## config.mk

```make
export PLATFORM = sky130hd
export DESIGN_NAME = mc_ctrl
export DESIGN_NICKNAME = d
export VERILOG_FILES = /design/src/rtl/mc_ctrl_pkg.sv /design/src/rtl/mc_ctrl_decode.sv /design/src/rtl/mc_ctrl.sv
export SDC_FILE = /design/constraint.sdc
export NUM_CORES = 1
export LEC_CHECK = 0
export CAP_MARGIN = 15
export CORE_MARGIN = 10
export CORE_UTILIZATION = 48
export DETAILED_ROUTE_END_ITERATION = 7
export GPL_ROUTABILITY_DRIVEN = 0
export PLACE_DENSITY = 0.78
export SLEW_MARGIN = 25
export SYNTH_ARGS = -nofsm -noshare
export SYNTH_HDL_FRONTEND = slang
export SYNTH_HIERARCHICAL = 1
export SYNTH_SLANG_ARGS = --single-unit
```

## constraint.sdc

```tcl
create_clock -name clk -period 2.2 [get_ports clk]
set_input_delay 0.44 -clock clk [delete_from_list [all_inputs] [get_ports clk]]
set_output_delay 0.44 -clock clk [all_outputs]
set_load 0.02 [all_outputs]
```

## src/rtl/mc_ctrl_pkg.sv

```systemverilog
// Shared encodings for the multi-cycle MIPS control unit: states, opcodes,
// functs, ALU operations and the registered control-word layout.
package mc_ctrl_pkg;

    typedef enum logic [2:0] {
        S_IDLE   = 3'd0,
        S_FETCH  = 3'd1,
        S_DECODE = 3'd2,
        S_EXEC   = 3'd3,
        S_MEM    = 3'd4,
        S_WB     = 3'd5,
        S_HALT   = 3'd6
    } state_t;

    // Control-flow class carried from DECODE into EXEC
    typedef enum logic [3:0] {
        BR_NONE = 4'd0,
        BR_BEQ  = 4'd1,
        BR_BNE  = 4'd2,
        BR_BLEZ = 4'd3,
        BR_BGTZ = 4'd4,
        BR_BLTZ = 4'd5,
        BR_BGEZ = 4'd6,
        BR_JUMP = 4'd7,
        BR_JREG = 4'd8
    } br_t;

    localparam logic [1:0] PC_SEQ  = 2'b00;
    localparam logic [1:0] PC_BR   = 2'b01;
    localparam logic [1:0] PC_JMP  = 2'b10;
    localparam logic [1:0] PC_RS   = 2'b11;

    localparam logic [1:0] BM_WORD = 2'b00;
    localparam logic [1:0] BM_LB   = 2'b01;
    localparam logic [1:0] BM_SB   = 2'b10;
    localparam logic [1:0] BM_LBU  = 2'b11;

    localparam logic [1:0] RD_RT     = 2'b00;
    localparam logic [1:0] RD_RD     = 2'b01;
    localparam logic [1:0] RD_LINK   = 2'b10;
    localparam logic [1:0] RD_LINK_R = 2'b11;

    localparam logic [1:0] MTR_ALU  = 2'b00;
    localparam logic [1:0] MTR_LOAD = 2'b01;
    localparam logic [1:0] MTR_LINK = 2'b10;

    localparam logic [5:0] OP_RTYPE  = 6'h00;
    localparam logic [5:0] OP_REGIMM = 6'h01;
    localparam logic [5:0] OP_J      = 6'h02;
    localparam logic [5:0] OP_JAL    = 6'h03;
    localparam logic [5:0] OP_BEQ    = 6'h04;
    localparam logic [5:0] OP_BNE    = 6'h05;
    localparam logic [5:0] OP_BLEZ   = 6'h06;
    localparam logic [5:0] OP_BGTZ   = 6'h07;
    localparam logic [5:0] OP_ADDI   = 6'h08;
    localparam logic [5:0] OP_ADDIU  = 6'h09;
    localparam logic [5:0] OP_SLTI   = 6'h0A;
    localparam logic [5:0] OP_SLTIU  = 6'h0B;
    localparam logic [5:0] OP_ANDI   = 6'h0C;
    localparam logic [5:0] OP_ORI    = 6'h0D;
    localparam logic [5:0] OP_XORI   = 6'h0E;
    localparam logic [5:0] OP_LUI    = 6'h0F;
    localparam logic [5:0] OP_LB     = 6'h20;
    localparam logic [5:0] OP_LW     = 6'h23;
    localparam logic [5:0] OP_LBU    = 6'h24;
    localparam logic [5:0] OP_SB     = 6'h28;
    localparam logic [5:0] OP_SW     = 6'h2B;

    localparam logic [5:0] FN_SLL  = 6'h00;
    localparam logic [5:0] FN_SRL  = 6'h02;
    localparam logic [5:0] FN_SRA  = 6'h03;
    localparam logic [5:0] FN_SLLV = 6'h04;
    localparam logic [5:0] FN_SRLV = 6'h06;
    localparam logic [5:0] FN_SRAV = 6'h07;
    localparam logic [5:0] FN_JR   = 6'h08;
    localparam logic [5:0] FN_JALR = 6'h09;
    localparam logic [5:0] FN_ADD  = 6'h20;
    localparam logic [5:0] FN_ADDU = 6'h21;
    localparam logic [5:0] FN_SUB  = 6'h22;
    localparam logic [5:0] FN_SUBU = 6'h23;
    localparam logic [5:0] FN_AND  = 6'h24;
    localparam logic [5:0] FN_OR   = 6'h25;
    localparam logic [5:0] FN_XOR  = 6'h26;
    localparam logic [5:0] FN_NOR  = 6'h27;
    localparam logic [5:0] FN_SLT  = 6'h2A;
    localparam logic [5:0] FN_SLTU = 6'h2B;

    localparam logic [3:0] ALU_ADD  = 4'd0;
    localparam logic [3:0] ALU_SUB  = 4'd1;
    localparam logic [3:0] ALU_AND  = 4'd2;
    localparam logic [3:0] ALU_OR   = 4'd3;
    localparam logic [3:0] ALU_XOR  = 4'd4;
    localparam logic [3:0] ALU_NOR  = 4'd5;
    localparam logic [3:0] ALU_SLT  = 4'd6;
    localparam logic [3:0] ALU_SLTU = 4'd7;
    localparam logic [3:0] ALU_SLL  = 4'd8;
    localparam logic [3:0] ALU_SRL  = 4'd9;
    localparam logic [3:0] ALU_SRA  = 4'd10;
    localparam logic [3:0] ALU_LUI  = 4'd11;

    typedef struct packed {
        logic [1:0] reg_dst;
        logic [1:0] mem_to_reg;
        logic       alu_src_a;
        logic       alu_src_b;
        logic       ext_op;
        logic [3:0] alu_ctr;
        logic [1:0] byte_mode;
        logic       is_load;
        logic       is_store;
        logic       writes_reg;
        br_t        br;
    } cw_t;

    localparam cw_t CW_NOP = '{
        reg_dst:    2'b00,
        mem_to_reg: 2'b00,
        alu_src_a:  1'b0,
        alu_src_b:  1'b0,
        ext_op:     1'b0,
        alu_ctr:    4'd0,
        byte_mode:  2'b00,
        is_load:    1'b0,
        is_store:   1'b0,
        writes_reg: 1'b0,
        br:         BR_NONE
    };

endpackage

```

## src/rtl/mc_ctrl_decode.sv

```systemverilog
// Combinational instruction decoder: maps an instruction word to the datapath
// control word and flags any unsupported opcode/funct combination.
module mc_ctrl_decode
    import mc_ctrl_pkg::*;
(
    input  logic [31:0] ins,
    output cw_t         cw,
    output logic        illegal
);

    logic [5:0] op_s;
    logic [5:0] funct_s;
    logic [4:0] rt_s;
    logic       unused_ins_s;

    assign op_s         = ins[31:26];
    assign rt_s         = ins[20:16];
    assign funct_s      = ins[5:0];
    assign unused_ins_s = ^{ins[25:21], ins[15:6]};

    // Opcode/funct decode; illegal encodings produce a quiet control word
    always_comb begin
        cw      = CW_NOP;
        illegal = 1'b0;
        case (op_s)
            OP_RTYPE: begin
                cw.reg_dst    = RD_RD;
                cw.writes_reg = 1'b1;
                case (funct_s)
                    FN_SLL:  begin cw.alu_src_a = 1'b1; cw.alu_ctr = ALU_SLL; end
                    FN_SRL:  begin cw.alu_src_a = 1'b1; cw.alu_ctr = ALU_SRL; end
                    FN_SRA:  begin cw.alu_src_a = 1'b1; cw.alu_ctr = ALU_SRA; end
                    FN_SLLV: cw.alu_ctr = ALU_SLL;
                    FN_SRLV: cw.alu_ctr = ALU_SRL;
                    FN_SRAV: cw.alu_ctr = ALU_SRA;
                    FN_ADD, FN_ADDU: cw.alu_ctr = ALU_ADD;
                    FN_SUB, FN_SUBU: cw.alu_ctr = ALU_SUB;
                    FN_AND:  cw.alu_ctr = ALU_AND;
                    FN_OR:   cw.alu_ctr = ALU_OR;
                    FN_XOR:  cw.alu_ctr = ALU_XOR;
                    FN_NOR:  cw.alu_ctr = ALU_NOR;
                    FN_SLT:  cw.alu_ctr = ALU_SLT;
                    FN_SLTU: cw.alu_ctr = ALU_SLTU;
                    FN_JR: begin
                        cw.reg_dst    = RD_RT;
                        cw.writes_reg = 1'b0;
                        cw.br         = BR_JREG;
                    end
                    FN_JALR: begin
                        cw.reg_dst    = RD_LINK_R;
                        cw.mem_to_reg = MTR_LINK;
                        cw.br         = BR_JREG;
                    end
                    default: begin
                        cw      = CW_NOP;
                        illegal = 1'b1;
                    end
                endcase
            end
            OP_REGIMM: begin
                // Only bltz (rt=0) and bgez (rt=1) are supported
                if (rt_s[4:1] == 4'd0) begin
                    cw.ext_op  = 1'b1;
                    cw.alu_ctr = ALU_SUB;
                    cw.br      = rt_s[0] ? BR_BGEZ : BR_BLTZ;
                end else begin
                    illegal = 1'b1;
                end
            end
            OP_J: cw.br = BR_JUMP;
            OP_JAL: begin
                cw.br         = BR_JUMP;
                cw.reg_dst    = RD_LINK;
                cw.mem_to_reg = MTR_LINK;
                cw.writes_reg = 1'b1;
            end
            OP_BEQ:  begin cw.ext_op = 1'b1; cw.alu_ctr = ALU_SUB; cw.br = BR_BEQ;  end
            OP_BNE:  begin cw.ext_op = 1'b1; cw.alu_ctr = ALU_SUB; cw.br = BR_BNE;  end
            OP_BLEZ: begin cw.ext_op = 1'b1; cw.alu_ctr = ALU_SUB; cw.br = BR_BLEZ; end
            OP_BGTZ: begin cw.ext_op = 1'b1; cw.alu_ctr = ALU_SUB; cw.br = BR_BGTZ; end
            OP_ADDI, OP_ADDIU, OP_SLTI, OP_SLTIU,
            OP_ANDI, OP_ORI, OP_XORI, OP_LUI: begin
                cw.alu_src_b  = 1'b1;
                cw.writes_reg = 1'b1;
                case (op_s)
                    OP_ADDI, OP_ADDIU: begin cw.ext_op = 1'b1; cw.alu_ctr = ALU_ADD;  end
                    OP_SLTI:           begin cw.ext_op = 1'b1; cw.alu_ctr = ALU_SLT;  end
                    OP_SLTIU:          begin cw.ext_op = 1'b1; cw.alu_ctr = ALU_SLTU; end
                    OP_ANDI:           cw.alu_ctr = ALU_AND;
                    OP_ORI:            cw.alu_ctr = ALU_OR;
                    OP_XORI:           cw.alu_ctr = ALU_XOR;
                    default:           cw.alu_ctr = ALU_LUI;
                endcase
            end
            OP_LB, OP_LW, OP_LBU: begin
                cw.alu_src_b  = 1'b1;
                cw.ext_op     = 1'b1;
                cw.alu_ctr    = ALU_ADD;
                cw.is_load    = 1'b1;
                cw.writes_reg = 1'b1;
                cw.mem_to_reg = MTR_LOAD;
                case (op_s)
                    OP_LB:   cw.byte_mode = BM_LB;
                    OP_LBU:  cw.byte_mode = BM_LBU;
                    default: cw.byte_mode = BM_WORD;
                endcase
            end
            OP_SB, OP_SW: begin
                cw.alu_src_b = 1'b1;
                cw.ext_op    = 1'b1;
                cw.alu_ctr   = ALU_ADD;
                cw.is_store  = 1'b1;
                cw.byte_mode = (op_s == OP_SB) ? BM_SB : BM_WORD;
            end
            default: illegal = 1'b1;
        endcase
    end

endmodule

```

## src/rtl/mc_ctrl.sv

```systemverilog
// Multi-cycle MIPS control unit: sequencing FSM with memory handshake and
// timeout, registered control word, and branch resolution from ALU flags.
module mc_ctrl
    import mc_ctrl_pkg::*;
#(
    parameter int ALUCTR_W    = 4,
    parameter int MEM_TIMEOUT = 16,
    parameter int CNT_W       = 5
) (
    input  logic                clk,
    input  logic                rst_n,
    input  logic                run,
    input  logic [31:0]         ins,
    input  logic                mem_ack,
    input  logic                alu_zero,
    input  logic                alu_neg,
    output logic                mem_req,
    output logic                mem_we,
    output logic                ir_we,
    output logic                pc_we,
    output logic [1:0]          pc_src,
    output logic                reg_we,
    output logic [1:0]          reg_dst,
    output logic [1:0]          mem_to_reg,
    output logic                alu_src_a,
    output logic                alu_src_b,
    output logic                ext_op,
    output logic [ALUCTR_W-1:0] alu_ctr,
    output logic [1:0]          byte_mode,
    output logic [2:0]          state,
    output logic                busy,
    output logic                illegal,
    output logic                bus_err
);

    state_t             state_r;
    state_t             state_n_s;
    logic [31:0]        ir_r;
    cw_t                cw_r;
    cw_t                dec_cw_s;
    logic               dec_illegal_s;
    logic [CNT_W-1:0]   wait_cnt_r;
    logic               bus_err_r;
    logic               at_limit_s;
    logic               cnt_inc_s;
    logic               timeout_s;
    logic               taken_s;
    state_t             retire_s;

    mc_ctrl_decode u_decode (
        .ins     (ir_r),
        .cw      (dec_cw_s),
        .illegal (dec_illegal_s)
    );

    assign at_limit_s = (wait_cnt_r == CNT_W'(MEM_TIMEOUT - 1));

    // Branch condition from the ALU flags of the instruction in EXEC
    always_comb begin
        taken_s = 1'b0;
        case (cw_r.br)
            BR_BEQ:  taken_s = alu_zero;
            BR_BNE:  taken_s = !alu_zero;
            BR_BLEZ: taken_s = alu_zero | alu_neg;
            BR_BGTZ: taken_s = !alu_zero & !alu_neg;
            BR_BLTZ: taken_s = alu_neg;
            BR_BGEZ: taken_s = !alu_neg;
            default: taken_s = 1'b0;
        endcase
    end

    // Next state, handshake and one-cycle strobes
    always_comb begin
        state_n_s = state_r;
        mem_req   = 1'b0;
        mem_we    = 1'b0;
        ir_we     = 1'b0;
        pc_we     = 1'b0;
        pc_src    = PC_SEQ;
        reg_we    = 1'b0;
        illegal   = 1'b0;
        cnt_inc_s = 1'b0;
        timeout_s = 1'b0;
        retire_s  = run ? S_FETCH : S_IDLE;
        case (state_r)
            S_IDLE: begin
                if (run) begin
                    state_n_s = S_FETCH;
                end else begin
                    state_n_s = S_IDLE;
                end
            end
            S_FETCH: begin
                mem_req = 1'b1;
                if (mem_ack) begin
                    ir_we     = 1'b1;
                    pc_we     = 1'b1;
                    state_n_s = S_DECODE;
                end else if (at_limit_s) begin
                    timeout_s = 1'b1;
                    state_n_s = S_HALT;
                end else begin
                    cnt_inc_s = 1'b1;
                end
            end
            S_DECODE: begin
                if (dec_illegal_s) begin
                    illegal   = 1'b1;
                    state_n_s = retire_s;
                end else begin
                    state_n_s = S_EXEC;
                end
            end
            S_EXEC: begin
                if (cw_r.br == BR_JUMP) begin
                    pc_we  = 1'b1;
                    pc_src = PC_JMP;
                end else if (cw_r.br == BR_JREG) begin
                    pc_we  = 1'b1;
                    pc_src = PC_RS;
                end else if (taken_s) begin
                    pc_we  = 1'b1;
                    pc_src = PC_BR;
                end else begin
                    pc_we  = 1'b0;
                end
                if (cw_r.is_load || cw_r.is_store) begin
                    state_n_s = S_MEM;
                end else if (cw_r.writes_reg) begin
                    state_n_s = S_WB;
                end else begin
                    state_n_s = retire_s;
                end
            end
            S_MEM: begin
                mem_req = 1'b1;
                mem_we  = cw_r.is_store;
                if (mem_ack) begin
                    state_n_s = cw_r.is_load ? S_WB : retire_s;
                end else if (at_limit_s) begin
                    timeout_s = 1'b1;
                    state_n_s = S_HALT;
                end else begin
                    cnt_inc_s = 1'b1;
                end
            end
            S_WB: begin
                reg_we    = 1'b1;
                state_n_s = retire_s;
            end
            S_HALT: state_n_s = S_HALT;
            default: state_n_s = S_IDLE;
        endcase
    end

    // FSM state, wait counter and sticky bus error
    always_ff @(posedge clk or negedge rst_n) begin
        if (!rst_n) begin
            state_r    <= S_IDLE;
            wait_cnt_r <= {CNT_W{1'b0}};
            bus_err_r  <= 1'b0;
        end else begin
            state_r <= state_n_s;
            if (timeout_s) begin
                bus_err_r <= 1'b1;
            end
            // Any exit from a request state leaves the counter at zero for the next one
            if (cnt_inc_s) begin
                wait_cnt_r <= wait_cnt_r + CNT_W'(1);
            end else begin
                wait_cnt_r <= {CNT_W{1'b0}};
            end
        end
    end

    // Instruction register and control word held from DECODE+1 to the next DECODE
    always_ff @(posedge clk or negedge rst_n) begin
        if (!rst_n) begin
            ir_r <= 32'd0;
            cw_r <= CW_NOP;
        end else begin
            if (state_r == S_FETCH && mem_ack) begin
                ir_r <= ins;
            end
            if (state_r == S_DECODE) begin
                cw_r <= dec_cw_s;
            end
        end
    end

    assign reg_dst    = cw_r.reg_dst;
    assign mem_to_reg = cw_r.mem_to_reg;
    assign alu_src_a  = cw_r.alu_src_a;
    assign alu_src_b  = cw_r.alu_src_b;
    assign ext_op     = cw_r.ext_op;
    assign alu_ctr    = ALUCTR_W'(cw_r.alu_ctr);
    assign byte_mode  = cw_r.byte_mode;
    assign state      = state_r;
    assign busy       = (state_r != S_IDLE) && (state_r != S_HALT);
    assign bus_err    = bus_err_r;

endmodule

```

==> impl_results.md <==
- RR Endpoint: alu_src_b
- Die Ht: around 96 µm
- # clock sinks: 46
- Violated checks: setup timing
- Worst Setup End Kind: output pin
- PD cells: roughly 1400 nW/µm²
- FF/Latch Area: between 1000 and 1500 µm²
- Cells after synthesis: 280
- WL final: 7.40 mm
- Die area: roughly 9300 µm²
- Lkg Pwr: about 0.0017 µW
- Seq pwr share: between 20% and 30%
- Final WS setup: -0.310 ns
- Multi-input gate area: between 1000 and 1500 µm²
- Switching power: around 2200 µW
- Required @ worst endpoint: between 1.5 and 2 ns
- Fin nets: approximately 400
- Synth Area per Inst: roughly 10 µm²
- Worst-path fanout max: 2
- Vias: around 2500
- Num ports: 64
- Number of CTS-inserted buffers: 5
- Highest Clock Rate: around 400 MHz
- Total track usage: between 10% and 20%
- Max FFs per register: 17
- Biggest register: ir_r
- Setup TNS: -0.413 ns
- Clock buffer depth: 2
- Clock network power share: approximately an eighth
- Synth Warn #: 6
- Hold buffers post-CTS: 0
- Clock root buffer: clkbuf_8
- Arrival @ worst endpoint: roughly 2.1 ns
- Hold slack: between 0.2 and 0.25 ns
- Slew @ Worst Pin: 0.589 ns
- Post-route DRC violation count: 0
- CTS H-tree lvls: 2
- Pin count of the biggest net entering global routing: 47
- Core area: between 5000 and 6000 µm²
- Reg2reg start: ir_r[26]
- Maxcap violations: 0
- Skew-Pair Late Insertion Delay: about 0.3 ns
- P_int: roughly 3300 µW
- Post-DR vias/cell: ~5.7
- Status: complete, but fails checks
- Share of cells above drive strength 1: between 30% and 40%
- Port buffer count: between 40 and 50
- Clock-pin slew on the worst setup and hold paths: 0.09 ns
- First-pass GRT wire length: ~12 mm
- Net Sw Frac: 40.0%
- FF-to-FF path depth: 14
- Syn nets: 320
- Worst VDD drop: between 700 and 800 µV
- Final Slew Violations: 0
- Post-layout min period: 2.51 ns
- # diodes: 0
- Relative slew slack: between 60% and 70%
- Grt ovf: 0
- Biggest regs: ir_r (17), cw_r (7), wait_cnt_r (5)
- DR pass1 iterations: 6
- Cell area after synthesis: around 2800 µm²
- Final Skew: ~0.010 ns
- RSZ-0062 raised after global routing: yes
- Part of the cycle the worst path needs: 114%
- CP Launch Type: flip-flop
- Clock tree from TritonCTS: built
- Final Hold Viols: 0
- Syn-to-layout area delta: 34.7%
- DP HPWL: roughly 5.3 mm
- Initial DRC Count: between 300 and 400
- Post-route ant nets: 0
- Final setup fails: 2
- Min-delay worst type: input port to asynchronous set/reset pin
- Initial antenna violation count: 0
- Initial Util: between 50% and 60%
- Die X-Extent: 96.2 µm
- Fill cells: 424
- Row cnt: 27
- Logic pwr share: 62.2%
- Critical path type: flip-flop to output pin
- Mean routed wirelength per cell: ~17 µm
- Flop-to-flop setup slack: -0.10 ns
- Number of global-route vias before repair: ~2500
cell usage in the layout, fill, tap and decap left out, types with 3 or more instances in the layout:
cell type,count
o21a_1,3
inv_1,10
nor2_1,30
dfrtp_1,45
o21ai_0,4
o21bai_1,3
nor4_1,5
nor3_1,8
nand3_1,5
nand2b_1,10
xor2_1,3
mux2_2,36
a21oi_1,15
dlygate4sd2_1,5
nand2_1,8
buf_4,49
mux2i_1,3
clkbuf_8,6
nand3b_1,5
buf_6,10
clkdlybuf4s50_1,37
power groups by stage:
stage | Sequential [µW] | Clock (µW) | Combinational (µW)
floorplan | 1480 | 0 | 1780
global placement | 1410 | 0 | 2920
detailed placement | 1420 | 0 | 3010
CTS | 1410 | 652 | 3170
global route | 1460 | 679 | 3630
finish | 1420 | 643 | 3380
through the flow:
stage | power, µW | setup slack, ns | cells | utilization [%] | cell area, µm²
final | 5440 | -0.310 | 434 | 67.4 | 3760
after global placement | 4320 | -0.442 | 419 | 63.3 | 3530
after detailed placement | 4430 | -0.455 | 419 | 63.3 | 3530
after floorplan | 3250 | 0.0115 | 280 | - | 2790
after global routing | 5780 | -0.363 | 434 | 67.4 | 3760
after CTS | 5230 | -0.264 | 435 | 66.4 | 3700
timing repair:
| item | CTS | global route |
|---|---|---|
| gates resized for setup | 25 | 18 |
| gates cloned | 0 | 0 |
| setup buffers | 9 | 0 |
| pin swaps | 2 | 5 |
| endpoints found under the setup margin | 9 | 9 |
routing by layer:
metal	global-route usage, %	routed length [µm]	up-vias
li1	-	-	1166
met1	21.1	3250	1194
met2	26.8	3610	98
met3	2.80	428	14
met4	4.55	111	0
met5	0	0	-
cell type report:
type | count | share of cell area (%)
multi-input cells | 194 | 38.3
flip-flops and latches | 46 | 30.7
repair buffers | 105 | 24.6
well taps | 72 | 2.40
clock buffers | 6 | 2.20
inverters | 10 | 0.999
clock inverters | 1 | 0.799
worst max-delay path: stages (launching register included):
cell      delay (ns)
dfrtp_1         0.41
or3_4           0.38
buf_6           0.12
o211ai_1        0.12
nand2b_1        0.13
a311o_1         0.33
and2_4          0.16
buf_6           0.12
how the worst max path moves through the flow:
stage / from / to / depth (start not counted)
after floorplan: ir_r[26] / illegal / 7
after global placement: alu_zero / pc_we / 6
after detailed placement: alu_zero / pc_we / 6
after CTS: ir_r[27] / illegal / 7
after global routing: ir_r[29] / illegal / 7
final: ir_r[26] / illegal / 7
Power figures use the tool's default switching activity.
